## src/rtl/snn_spike_layer.sv

```systemverilog
// Single-layer integrate-and-fire core: registered spike inputs, writable signed weight
// matrix, saturating potentials, refractory counters and sticky spike flags.
// Optional leak toward zero is compiled in when SNN_LEAK_EN is defined.
module snn_spike_layer #(
   parameter int NUM_INPUTS  = 4,
   parameter int NUM_NEURONS = 4,
   parameter int WEIGHT_SIZE = 8,
   parameter int POT_SIZE    = 16,
   parameter int THRESH      = 4,
   parameter int RESET       = 0,
   parameter int REFRAC      = 0,
   parameter int LEAK        = 1
) (
   input  logic                                                 clk,
   input  logic                                                 rst,
   input  logic [NUM_INPUTS-1:0]                                spike_in,
   input  logic                                                 wr_en,
   input  logic [((NUM_NEURONS > 1) ? $clog2(NUM_NEURONS) : 1)-1:0] wr_neuron,
   input  logic [((NUM_INPUTS > 1) ? $clog2(NUM_INPUTS) : 1)-1:0]   wr_input,
   input  logic [WEIGHT_SIZE-1:0]                               wr_data,
   input  logic [NUM_NEURONS-1:0]                               flag_clr,
   output logic [NUM_NEURONS-1:0]                               spike_out,
   output logic [NUM_NEURONS-1:0]                               spike_flag
);

   localparam int RW = (REFRAC > 0) ? $clog2(REFRAC + 1) : 1;

   localparam logic signed [POT_SIZE:0]   L_POT_MAX = {2'b00, {(POT_SIZE-1){1'b1}}};
   localparam logic signed [POT_SIZE:0]   L_POT_MIN = {2'b11, {(POT_SIZE-1){1'b0}}};
   localparam logic signed [POT_SIZE-1:0] L_THRESH  = POT_SIZE'(THRESH);
   localparam logic signed [POT_SIZE-1:0] L_RESET   = POT_SIZE'(RESET);
   localparam logic [RW-1:0]              L_REFRAC  = RW'(REFRAC);

   logic [NUM_INPUTS-1:0]         r_spike_q;
   logic signed [WEIGHT_SIZE-1:0] r_weight [NUM_NEURONS][NUM_INPUTS];
   logic signed [POT_SIZE-1:0]    r_pot    [NUM_NEURONS];
   logic [RW-1:0]                 r_refrac [NUM_NEURONS];
   logic [NUM_NEURONS-1:0]        r_spike_out;
   logic [NUM_NEURONS-1:0]        r_flag;

   logic signed [POT_SIZE-1:0]    w_sum    [NUM_NEURONS];
   logic signed [POT_SIZE-1:0]    w_v_base [NUM_NEURONS];
   logic signed [POT_SIZE:0]      w_v_wide [NUM_NEURONS];
   logic signed [POT_SIZE-1:0]    w_v_next [NUM_NEURONS];
   logic [NUM_NEURONS-1:0]        w_fire;

   function automatic logic signed [POT_SIZE-1:0] f_sext(input logic signed [WEIGHT_SIZE-1:0] w);
      f_sext = {{(POT_SIZE-WEIGHT_SIZE){w[WEIGHT_SIZE-1]}}, w};
   endfunction

`ifdef SNN_LEAK_EN
   localparam logic signed [POT_SIZE-1:0] L_LEAK = POT_SIZE'(LEAK);

   function automatic logic signed [POT_SIZE-1:0] f_leak(input logic signed [POT_SIZE-1:0] v);
      if (v > L_LEAK) begin
         f_leak = v - L_LEAK;
      end else if (v < -L_LEAK) begin
         f_leak = v + L_LEAK;
      end else begin
         f_leak = {POT_SIZE{1'b0}};
      end
   endfunction
`endif

   // Weighted sum, optional leak, saturating add and threshold decision per neuron
   always_comb begin
      for (int n = 0; n < NUM_NEURONS; n++) begin
         w_sum[n] = {POT_SIZE{1'b0}};
         for (int i = 0; i < NUM_INPUTS; i++) begin
            if (r_spike_q[i]) begin
               w_sum[n] = w_sum[n] + f_sext(r_weight[n][i]);
            end else begin
               w_sum[n] = w_sum[n];
            end
         end
`ifdef SNN_LEAK_EN
         w_v_base[n] = f_leak(r_pot[n]);
`else
         w_v_base[n] = r_pot[n];
`endif
         // One extra bit holds the true sum so both rails can be detected
         w_v_wide[n] = {w_v_base[n][POT_SIZE-1], w_v_base[n]} + {w_sum[n][POT_SIZE-1], w_sum[n]};
         if (w_v_wide[n] > L_POT_MAX) begin
            w_v_next[n] = L_POT_MAX[POT_SIZE-1:0];
         end else if (w_v_wide[n] < L_POT_MIN) begin
            w_v_next[n] = L_POT_MIN[POT_SIZE-1:0];
         end else begin
            w_v_next[n] = w_v_wide[n][POT_SIZE-1:0];
         end
         w_fire[n] = (r_refrac[n] == {RW{1'b0}}) && (w_v_next[n] >= L_THRESH);
      end
   end

   // Input capture and weight memory; integration sees the pre-write weight on a shared edge
   always_ff @(posedge clk or negedge rst) begin
      if (!rst) begin
         r_spike_q <= {NUM_INPUTS{1'b0}};
         for (int n = 0; n < NUM_NEURONS; n++) begin
            for (int i = 0; i < NUM_INPUTS; i++) begin
               r_weight[n][i] <= {WEIGHT_SIZE{1'b0}};
            end
         end
      end else begin
         r_spike_q <= spike_in;
         for (int n = 0; n < NUM_NEURONS; n++) begin
            for (int i = 0; i < NUM_INPUTS; i++) begin
               if (wr_en && (int'(wr_neuron) == n) && (int'(wr_input) == i)) begin
                  r_weight[n][i] <= wr_data;
               end
            end
         end
      end
   end

   // Membrane potential, refractory counter and fire pulse
   always_ff @(posedge clk or negedge rst) begin
      if (!rst) begin
         r_spike_out <= {NUM_NEURONS{1'b0}};
         for (int n = 0; n < NUM_NEURONS; n++) begin
            r_pot[n]    <= L_RESET;
            r_refrac[n] <= {RW{1'b0}};
         end
      end else begin
         for (int n = 0; n < NUM_NEURONS; n++) begin
            if (r_refrac[n] != {RW{1'b0}}) begin
               r_refrac[n]    <= r_refrac[n] - {{(RW-1){1'b0}}, 1'b1};
               r_pot[n]       <= L_RESET;
               r_spike_out[n] <= 1'b0;
            end else if (w_fire[n]) begin
               r_refrac[n]    <= L_REFRAC;
               r_pot[n]       <= L_RESET;
               r_spike_out[n] <= 1'b1;
            end else begin
               r_pot[n]       <= w_v_next[n];
               r_spike_out[n] <= 1'b0;
            end
         end
      end
   end

   // Sticky flags: a spike on the same edge overrides a clear
   always_ff @(posedge clk or negedge rst) begin
      if (!rst) begin
         r_flag <= {NUM_NEURONS{1'b0}};
      end else begin
         r_flag <= w_fire | (r_flag & ~flag_clr);
      end
   end

   assign spike_out  = r_spike_out;
   assign spike_flag = r_flag;

endmodule

```

## config.mk

```make
export PLATFORM = sky130hd
export DESIGN_NAME = snn_spike_layer
export DESIGN_NICKNAME = d
export VERILOG_FILES = /design/src/rtl/snn_spike_layer.sv
export SDC_FILE = /design/constraint.sdc
export NUM_CORES = 1
export LEC_CHECK = 0
export CAP_MARGIN = 20
export CORE_MARGIN = 2
export CORE_UTILIZATION = 50
export DETAILED_ROUTE_END_ITERATION = 16
export HOLD_SLACK_MARGIN = 0.12
export PLACE_DENSITY = 0.74
export SYNTH_ARGS = -nofsm -noshare
export SYNTH_HDL_FRONTEND = slang
export SYNTH_SLANG_ARGS = --single-unit
```

## constraint.sdc

```tcl
create_clock -name clk -period 18.1 [get_ports clk]
set_clock_uncertainty 0.15 [all_clocks]
set_input_delay 5.43 -clock clk [delete_from_list [all_inputs] [get_ports clk]]
set_output_delay 5.43 -clock clk [all_outputs]
set_load 0.02 [all_outputs]
```

==> summary.md <==
| Metric | Value |
|---|---|
| Drt first pass iters | 5 |
| CP max-delay cell | a2111o_1 |
| Average cell area after synthesis | 8.91 um2 |
| Maxcap violations | 0 |
| Worst R2R Setup Slack | between 9 and 10 ns |
| Post-Synth Adder-Cell Area | 0.169 |
| Lkg Pwr | 0.00984 uW |
| CTS tree | yes |
| Max stage delay on crit path | 0.46 ns |
| Total gr overflow | 0 |
| Root buf cell | clkbuf_16 |
| Top cells by area, synth | dfrtp_1 (27%), ha_1 (14%), mux2_2 (9.8%), xnor2_1 (4.4%), a21oi_1 (3.7%) |
| Die W | 200 um |
| Via count | about 16000 |
| Met2 Use GR | 0.389 |
| Pin count of the biggest net entering global routing | 131 |
| Synth Area in Compound Gates | 0.201 |
| Hold EP | r_weight[88] |
| Hold path depth | 1 |
| Fillers | 3333 |
| Reg2Reg Depth | 34 |
| Gate Count Post-Synth | roughly 2200 |
| Routed Antenna Nets | 0 |
| Primary FF master, synth | dfrtp_1 |
| Synth top area share | 0.265 |
| Outcome | finished, final reports clean |
| Crit share post-route | 0.462 |
| Final-report setup violation count | 0 |
| DP HPWL | 32200 um |
| Initial Util | 0.509 |
| F_max | 120 MHz |
| Xor-xnor portion of the synthesized cell area | 0.0795 |
| Max-slew violations | 0 |
| Min-Delay Path Class | flip-flop to flip-flop |
| Antenna violations before repair | 2 |
| Mapped Nets | approximately 2400 |
| Layout cells sized above 1 | 0.115 |
| Cell Pwr Density | 188 mW/mm2 |
| Most Crowded Layer GR | met2 |
| RSZ-0062 raised after global routing | false |
| Slew HR | 0.320 |
| Area of the die | 0.0400 mm2 |
| Worst skew pair latency | 0.53 ns |
| Combinational family with the most area after synthesis | compound AO/OA/AOI/OAI gates |
| Dpl cells | 2647 |
| WP buf/inv | 2 |
| Avg WL per Cell | about 16 um |
| Nets | 2426 |
| CTS Sinks | around 200 |
| Register bit total from synthesis | 204 |
| Asr flop ratio synth | 1.00 |
| DRC viols | 0 |
| WL final | 44100 um |
| Cell with the most instances after synthesis | ha_1 |
| Synth area leader | dfrtp_1 |
| CTS Buf Count | 24 |
| CP Capture Type | flip-flop |
| Worst-path clk slew | 0.06 ns |
| Vias in the first global route | 15900 |
| Setup CP Type | flip-flop to flip-flop |
| Die height | 200 um |
| Data arrival, critical path | 8.68 ns |
| Gp weighted congestion | approximately 0.9 |
| H-tree depth | 1 |
| Crit-path max FO | 39 |
| Core area | around 0.038 mm2 |
| Non-filler cells, final | 2691 |
| Final min period | 8.37 ns |
| Final Hold Viols | 0 |
| Post-Syn Area | 0.0192 mm2 |
| Cell variety after synth | 85 |
| Worst slew pin tran | 1.02 ns |
| CTS max path bufs | 3 |
| Overall Power | 3930 uW |
| Worst r2r src | r_spike_q[0] |
| Register area share after synthesis | 0.265 |
| Hold path start | r_weight[88] |
| GRT Overall Usage | 0.220 |
| Port bufs | 30 |
| Post-synthesis mux area share | 0.104 |
| First-pass GRT wire length | 75000 um |
| Postcts setup bufs | 0 |
| Routing usage on met1 | 0.282 |
| VDD IR max | 123 uV |
| Synth top cells by count | ha_1 (220), dfrtp_1 (204), nor2_1 (173) |
| RR Endpoint | r_pot[32] |
| Family with the most delay on the worst path | compound AO/OA/AOI/OAI gates |
| Crit start category | flip-flop |
| YS warnings | 0 |
| Setup Total Neg Slack | 0 ns |
| Area Growth Syn to Fin | 8.56% |
| Post-cts repair resize count | 0 |
| FP Rows | 71 |
| Ports | 31 |
| Post-synth EDFFs | 0 |
| Vias/cell | slightly below 6 |
| Simple-gate share of the synthesized area | 0.145 |
| WP data required | 18.41 ns |
| Drt initial violations | 691 |
| CTS hold repair buffers | 0 |
| Met3 Use GR | 0.0221 |
## metrics by stage
step                hold WS (ns)  area [um2]  worst slack (ns)   util
floorplan                  0.321       19200             10.51      -
global placement           0.330       20000             10.00  0.530
detailed placement         0.338       20000              9.76  0.530
CTS                        0.352       20800              9.74  0.552
global route               0.360       20900              9.03  0.553
finish                     0.349       20900              9.73  0.553
## worst max path at each step
| stage | startpoint | endpoint | slack, ns | cells after the start |
|---|---|---|---|---|
| 4_1_cts | r_spike_q[0] | r_pot[32] | 9.74 | 34 |
| 5_1_grt | r_spike_q[0] | r_pot[32] | 9.03 | 34 |
| 3_5_place_dp | r_spike_q[0] | r_pot[32] | 9.76 | 34 |
| 6_report | r_spike_q[0] | r_pot[32] | 9.73 | 34 |
| 2_1_floorplan | r_spike_q[0] | r_pot[32] | 10.51 | 37 |
| 3_3_place_gp | r_spike_q[0] | r_pot[5] | 10.00 | 37 |
## cell type report
type / count / area (um2) / share of cell area
Antenna cell: 2 / 5.00 / 0.000240
Clock buffer: 30 / 674 / 0.0323
Clock inverter: 11 / 170 / 0.00815
Inverter: 118 / 443 / 0.0212
Multi-Input combinational cell: 1776 / 13400 / 0.644
Sequential cell: 204 / 5110 / 0.245
Tap cell: 511 / 639 / 0.0306
Timing Repair Buffer: 39 / 393 / 0.0188
## state kept, by name, indices dropped and copies added (netlist names)
register	count
r_pot	64
r_spike_q	4
r_weight	128
spike_flag	4
spike_out	4
## where the power goes
part           internal, uW  switching (uW)  leakage, uW
Combinational          1210            1540      0.00689
Sequential              583            75.1      0.00255
Clock                   320             205     0.000393
Total                  2110            1820      0.00984
## placed cells by master, fill, tap and decap left out, drive strengths merged, types with 19 or more instances in the layout
master / count
nand2b: 39
fa: 20
a31oi: 38
or3: 19
clkdlybuf4s50: 29
a211oi: 19
xor2: 75
nor2: 173
and3: 20
inv: 118
xnor2: 97
clkbuf: 30
o21ai: 137
nand3: 24
nand2: 167
ha: 220
mux2: 168
dfrtp: 204
a21o: 68
nor3: 34
and2: 20
nor2b: 36
a21oi: 148
o21a: 45
## kinds of logic after synthesis
group	count (synthesis)
XOR/XNOR	173
buffers and inverters	179
flip-flops	204
AND/OR/NAND/NOR	584
AO/OA/AOI/OAI	590
multiplexers	179
adder cells (fa/ha/maj)	250
## layer usage
metal | share of wire | wire (um) | vias to the layer above
li1 | - | - | 7806
met1 | 0.46 | 20100 | 7542
met2 | 0.49 | 21400 | 257
met3 | 0.030 | 1320 | 80
met4 | 0.028 | 1250 | 0
met5 | 0 | 0 | -
(Power assumes the default switching activity.)
